--- src/rtl/rx_det_seq_ctrl_pkg.sv ---
// Shared definitions for the receiver-detect sequencer: FSM encoding, default
// timing constants and a lane-index helper reused by core_fsm and benches.
package rx_det_seq_ctrl_pkg;

  localparam int DEF_NUM_LANES   = 4;
  localparam int DEF_SETTLE_CYC  = 4;
  localparam int DEF_TIMEOUT_CYC = 64;
  localparam int DEF_CNT_W       = 7;

  typedef enum logic [1:0] {
    ST_IDLE   = 2'd0,
    ST_SETTLE = 2'd1,
    ST_PROBE  = 2'd2,
    ST_ACK    = 2'd3
  } det_state_e;

  // Next lane in round-robin order, wrapping for any lane count.
  function automatic int next_lane(input int lane, input int num_lanes);
    return (lane == num_lanes - 1) ? 0 : lane + 1;
  endfunction

endpackage

--- src/rtl/rx_det_seq_ctrl_rr_pick.sv ---
// Combinational round-robin first-one finder: returns the first pending lane
// at or above rr_ptr, wrapping past the top lane back to lane 0.
module rx_det_seq_ctrl_rr_pick
  import rx_det_seq_ctrl_pkg::*;
#(
  parameter  int NUM_LANES = DEF_NUM_LANES,
  localparam int IDX_W     = (NUM_LANES > 1) ? $clog2(NUM_LANES) : 1
) (
  input  logic [NUM_LANES-1:0] pend,
  input  logic [IDX_W-1:0]     rr_ptr,
  output logic [IDX_W-1:0]     gnt_idx,
  output logic                 gnt_vld
);

  logic [IDX_W-1:0] idx;

  always_comb begin
    // NOTE: every output of a combinational block gets a default before any
    // branch, so no path leaves it unassigned and no latch is inferred.
    gnt_vld = 1'b0;
    gnt_idx = '0;
    idx     = '0;
    for (int k = 0; k < NUM_LANES; k++) begin
      idx = IDX_W'((int'(rr_ptr) + k) % NUM_LANES);
      if (!gnt_vld && pend[idx]) begin
        gnt_vld = 1'b1;
        gnt_idx = idx;
      end
    end
  end

endmodule

--- src/rtl/rx_det_seq_ctrl.sv ---
// Receiver-detect sequencer: serialises per-lane detect requests onto one
// shared analog detect engine with settle/probe timing and timeout handling.
module rx_det_seq_ctrl
  import rx_det_seq_ctrl_pkg::*;
#(
  parameter  int NUM_LANES   = DEF_NUM_LANES,
  parameter  int SETTLE_CYC  = DEF_SETTLE_CYC,
  parameter  int TIMEOUT_CYC = DEF_TIMEOUT_CYC,
  parameter  int CNT_W       = DEF_CNT_W,
  localparam int IDX_W       = (NUM_LANES > 1) ? $clog2(NUM_LANES) : 1
) (
  input  logic                 clk,
  input  logic                 rst,
  input  logic [NUM_LANES-1:0] seq_req,
  output logic [NUM_LANES-1:0] seq_ack,
  output logic [NUM_LANES-1:0] rx_det,
  output logic                 det_start,
  output logic [IDX_W-1:0]     det_lane,
  input  logic                 det_done,
  input  logic                 det_result,
  output logic [NUM_LANES-1:0] det_timeout,
  output logic                 busy
);

  det_state_e state_q, state_d;

  logic [CNT_W-1:0]     cnt;
  logic [IDX_W-1:0]     rr_ptr;
  logic [NUM_LANES-1:0] served;
  logic [NUM_LANES-1:0] pend;
  logic [NUM_LANES-1:0] lane_oh;
  logic [IDX_W-1:0]     gnt_idx;
  logic                 gnt_vld;
  logic                 load_lane, cnt_clr, start_probe;
  logic                 finish_done, finish_to, ack_en;

  assign pend    = seq_req & ~seq_ack & ~served;
  assign lane_oh = NUM_LANES'(1) << det_lane;
  assign busy    = (state_q != ST_IDLE);

  rx_det_seq_ctrl_rr_pick #(.NUM_LANES(NUM_LANES)) u_rr_pick (
    .pend    (pend),
    .rr_ptr  (rr_ptr),
    .gnt_idx (gnt_idx),
    .gnt_vld (gnt_vld)
  );

  always_ff @(posedge clk) begin
    // NOTE: sequential state uses non-blocking assignments so every register
    // samples pre-edge values, independent of statement order.
    if (rst) state_q <= ST_IDLE;
    else     state_q <= state_d;
  end

  always_comb begin
    state_d     = state_q;
    load_lane   = 1'b0;
    cnt_clr     = 1'b0;
    start_probe = 1'b0;
    finish_done = 1'b0;
    finish_to   = 1'b0;
    ack_en      = 1'b0;
    case (state_q)
      ST_IDLE: begin
        if (gnt_vld) begin
          load_lane = 1'b1;
          cnt_clr   = 1'b1;
          state_d   = ST_SETTLE;
        end
      end
      ST_SETTLE: begin
        if (cnt == CNT_W'(SETTLE_CYC - 1)) begin
          cnt_clr     = 1'b1;
          start_probe = 1'b1;
          state_d     = ST_PROBE;
        end
      end
      ST_PROBE: begin
        // A completion landing on the last timeout cycle still counts as done.
        if (det_done) begin
          finish_done = 1'b1;
          state_d     = ST_ACK;
        end else if (cnt == CNT_W'(TIMEOUT_CYC - 1)) begin
          finish_to = 1'b1;
          state_d   = ST_ACK;
        end
      end
      ST_ACK: begin
        ack_en  = 1'b1;
        state_d = ST_IDLE;
      end
      default: state_d = ST_IDLE;
    endcase
  end

  always_ff @(posedge clk) begin
    if (rst) begin
      cnt         <= '0;
      rr_ptr      <= '0;
      det_lane    <= '0;
      det_start   <= 1'b0;
      seq_ack     <= '0;
      served      <= '0;
      rx_det      <= '0;
      det_timeout <= '0;
    end else begin
      det_start <= start_probe;

      if (cnt_clr)
        cnt <= '0;
      else if (state_q == ST_SETTLE || state_q == ST_PROBE)
        cnt <= cnt + CNT_W'(1);

      // det_lane only moves on a new selection, so it holds through IDLE.
      if (load_lane)
        det_lane <= gnt_idx;

      if (finish_done) begin
        rx_det[det_lane]      <= det_result;
        det_timeout[det_lane] <= 1'b0;
      end else if (finish_to) begin
        rx_det[det_lane]      <= 1'b0;
        det_timeout[det_lane] <= 1'b1;
      end

      if (ack_en)
        rr_ptr <= IDX_W'(next_lane(int'(det_lane), NUM_LANES));

      // Ack and served drop as soon as the request is seen low; a withdrawn
      // request gets its result recorded but never an ack.
      seq_ack <= (seq_ack & seq_req) | ({NUM_LANES{ack_en}} & lane_oh & seq_req);
      served  <= (served  & seq_req) | ({NUM_LANES{ack_en}} & lane_oh & seq_req);
    end
  end

endmodule

--- config.mk ---
export PLATFORM = sky130hd
export DESIGN_NAME = rx_det_seq_ctrl
export DESIGN_NICKNAME = d
export VERILOG_FILES = /design/src/rtl/rx_det_seq_ctrl_pkg.sv /design/src/rtl/rx_det_seq_ctrl_rr_pick.sv /design/src/rtl/rx_det_seq_ctrl.sv
export SDC_FILE = /design/constraint.sdc
export NUM_CORES = 1
export LEC_CHECK = 0
export ABC_AREA = 1
export CAP_MARGIN = 20
export CORE_MARGIN = 3
export CORE_UTILIZATION = 41
export CTS_BUF_LIST = sky130_fd_sc_hd__clkbuf_16
export CTS_CLUSTER_SIZE = 40
export DETAILED_ROUTE_END_ITERATION = 8
export PLACE_DENSITY_LB_ADDON = 0.15
export SETUP_SLACK_MARGIN = 0.4
export SKIP_LAST_GASP = 1
export SYNTH_ARGS = -nofsm -noshare
export SYNTH_HDL_FRONTEND = slang
export SYNTH_SLANG_ARGS = --single-unit
--- constraint.sdc ---
create_clock -name clk -period 1.66 [get_ports clk]
set_clock_uncertainty 0.05 [all_clocks]
set_input_delay 0.498 -clock clk [delete_from_list [all_inputs] [get_ports clk]]
set_output_delay 0.498 -clock clk [all_outputs]
set_load 0.02 [all_outputs]
==> run_results.csv <==
group,metric,value,unit
yosys,synth.mux.area_fraction,0,%
setup_path,crit_path_cell_trace,"ha_4 -> inv_2 -> nor2_4 -> nand4_1 -> nor2_1 -> nand2_2 -> nand2_4 -> nand2_4 -> a21oi_2 -> nor2_1",
cells_and_area,n_antenna_cell,0,
yosys,yosys_warnings,0,
timing,rsz0062_at_grt,"yes",
hold_path,hp-class,"flop to flop",
clocking,cts_max_path_buffers,2,
yosys,netlist_area,1720,sq um
timing,whs,407,ps
power_and_ir_drop,p_leak,1.12,nW
timing,maxSlewViolCount,0,
setup_path,crit_required,1780,ps
yosys,syn_inst,229,
flow_run,cap_violations,0,
clocking,cts_tree,"done",
yosys,synth_top_family_by_area,"simple AND/OR/NAND/NOR gates",
power_and_ir_drop,vdd_drop_max,982,uV
clocking,htree_levels,2,
yosys,synth_fp_nets,246,
setup_path,r2r_start,"cnt[0]",
cells_and_area,design_area,2690,sq um
setup_path,cp_slowest_cell,"dfxtp_2",
detailed_routing,wl,4.62,mm
setup_path,start_kind,"flop",
detailed_routing,first_iter_violations,83,
yosys,syn_avg_cell_area,7.51,sq um
floorplanning,die_area,5010,sq um
global_routing,grt.overflow.total,0,
yosys,synth_compound_area_share,8.36,%
timing,fmax,661,MHz
yosys,synthAdderAreaFrac,6.55,%
clocking,cts_sinks,30,
clocking,numCtsBuffers,5,
floorplanning,die_x,70.8,microns
floorplanning,start_util,44.6,%
clocking,cts-root-buf,"clkbuf_16",
yosys,synthSimpleGateAreaFrac,38.6,%
hold_path,hp-start,"rx_det[1]",
setup_path,slowest_delay,350,ps
detailed_routing,viasPerCell,5.11,
floorplanning,core.rowCount,22,
timing,fin_crit_sh,91.2,%
power_and_ir_drop,power_density,1360,nW/um^2
placed_design,dp_hpwl,3.01,mm
global_routing,grt_pass1_vias,1573,
cells_and_area,nNetsFinal,305,
yosys,synth_cell_types,27,
yosys,synth_xor_area_share,3.56,%
detailed_routing,vias,1721,
setup_path,cp-startpoint,"cnt[0]",
placed_design,gp_congestion,0.848,
global_routing,grt_pass1_wl,7.31,mm
detailed_routing,first_pass_iters,5,
power_and_ir_drop,power,3.65,mW
floorplanning,ioPinCount,24,
detailed_routing,drc,0,
cells_and_area,layout_commonest_cell,"nand2_1",
setup_path,endpoint_kind,"flop",
yosys,synth-seq-cells,30,
global_routing,antenna_found_initial,0,
timing,fin_setup_tns,0,ps
timing,finalCriticalPeriod,1510,ps
yosys,ys_seq_area_share,34.9,%
timing,slew_headroom,80.8,%
setup_path,crit_type,"flop to flop",
cells_and_area,final_cell_mix,"nand2_1 (34), buf_4 (32), dfxtp_2 (20), inv_1 (17), buf_6 (17)",
setup_path,worst_ep_arrival_time,1630,ps
timing,finalSetupViolCount,0,
timing,worst_slack,146,ps
timing,finalHoldViolCount,0,
global_routing,grt_start_max_net_pins,11,
cells_and_area,drive_gt1_share,53.3,%
floorplanning,core_area,3850,sq um
global_routing,track_usage,18.5,%
placed_design,post-place-ws,-408,ps
cells_and_area,syn2layout_area_growth,56.6,%
detailed_routing,wire_per_inst,13.7,microns
clocking,clkTransAtPathRegs,50,ps
detailed_routing,drtAntennaViolNets,0,
placed_design,placed_cell_area,2170,sq um
status,outcome,"complete, no violations",
setup_path,path_max_fanout,7,
floorplanning,die_y,70.8,microns
clocking,clock_latency,280,ps
timing,tightest_slew,286,ps
placed_design,portBuffers,23,
==> cell families after synthesis <==
| kind of cell | after synthesis |
|---|---|
| compound gates | 27 |
| simple gates | 125 |
| fa+ha+maj | 9 |
| flops | 30 |
| xor+xnor | 7 |
| buf+inv | 31 |
==> cells in the mapped netlist, drive strengths merged <==
master	count	area (sq um)
buf	3	27.5
nor3	1	5.00
o31ai	1	7.51
o21ai	3	15.0
ha	9	113
nor2	23	118
nand2	57	254
o21a	1	7.51
dfxtp	30	601
nand3b	2	15.0
a21oi	22	114
nand3	28	185
xnor2	4	35.0
inv	25	98.8
clkbuf	3	11.3
nand4	14	87.6
xor2	3	26.3
==> where the power goes <==
group / leakage (nW) / switching (mW) / total (mW) / internal [mW]
Sequential: 0.253 / 0.0740 / 0.896 / 0.822
Clock: 0.0748 / 0.314 / 0.857 / 0.543
Combinational: 0.797 / 1.04 / 1.90 / 0.861
==> timing repair <==
item | in CTS | in global routing
endpoints found under the setup margin | 44 | 40
resized for setup | 139 | 26
gates cloned | 1 | 0
setup buffers | 16 | 4
hold buffers | 0 | 0
pin swaps | 30 | 13
hold endpoints to repair | 0 | 0
==> through the flow <==
stage	utilization, %	instances
2_1_floorplan	-	229
3_3_place_gp	56.2	308
3_5_place_dp	56.2	308
4_1_cts	65.9	333
5_1_grt	69.9	337
6_report	69.9	337
==> area by class of cell <==
class,count,area (sq um)
multi-input combinational,168,1230
fill,297,1160
sequential,30,629
timing repair buffer,57,520
clock buffer,5,125
inverter,25,108
tap,48,60.1
clock inverter,3,13.8
timing repair inverter,1,5.00
==> worst max-delay path, delay by kind of cell (launching register included) <==
family	cells	cell delay (ps)
adder cells (fa/ha/maj)	1	130
buffers and inverters	1	40
AND/OR/NAND/NOR	7	710
flip-flops	1	350
AO/OA/AOI/OAI	1	110
==> metal layers <==
metal,wire length (microns),vias to the layer above,global-route usage (%)
met5,0,-,0
met3,160,12,3.55
met4,109,0,9.39
met1,2120,792,24.7
li1,-,879,-
met2,2240,38,28.4
==> worst paths after layout <==
| path | slack [ps] | cells past startpoint | to |
|---|---|---|---|
| setup reg to reg | 150 | 10 | flop |
| hold / removal | 410 | 2 | rx_det[1] |
| setup / recovery | 150 | 10 | flop |
| hold reg to reg | 410 | 2 | rx_det[1] |
Note: power is estimated with default switching activity, not from simulation.
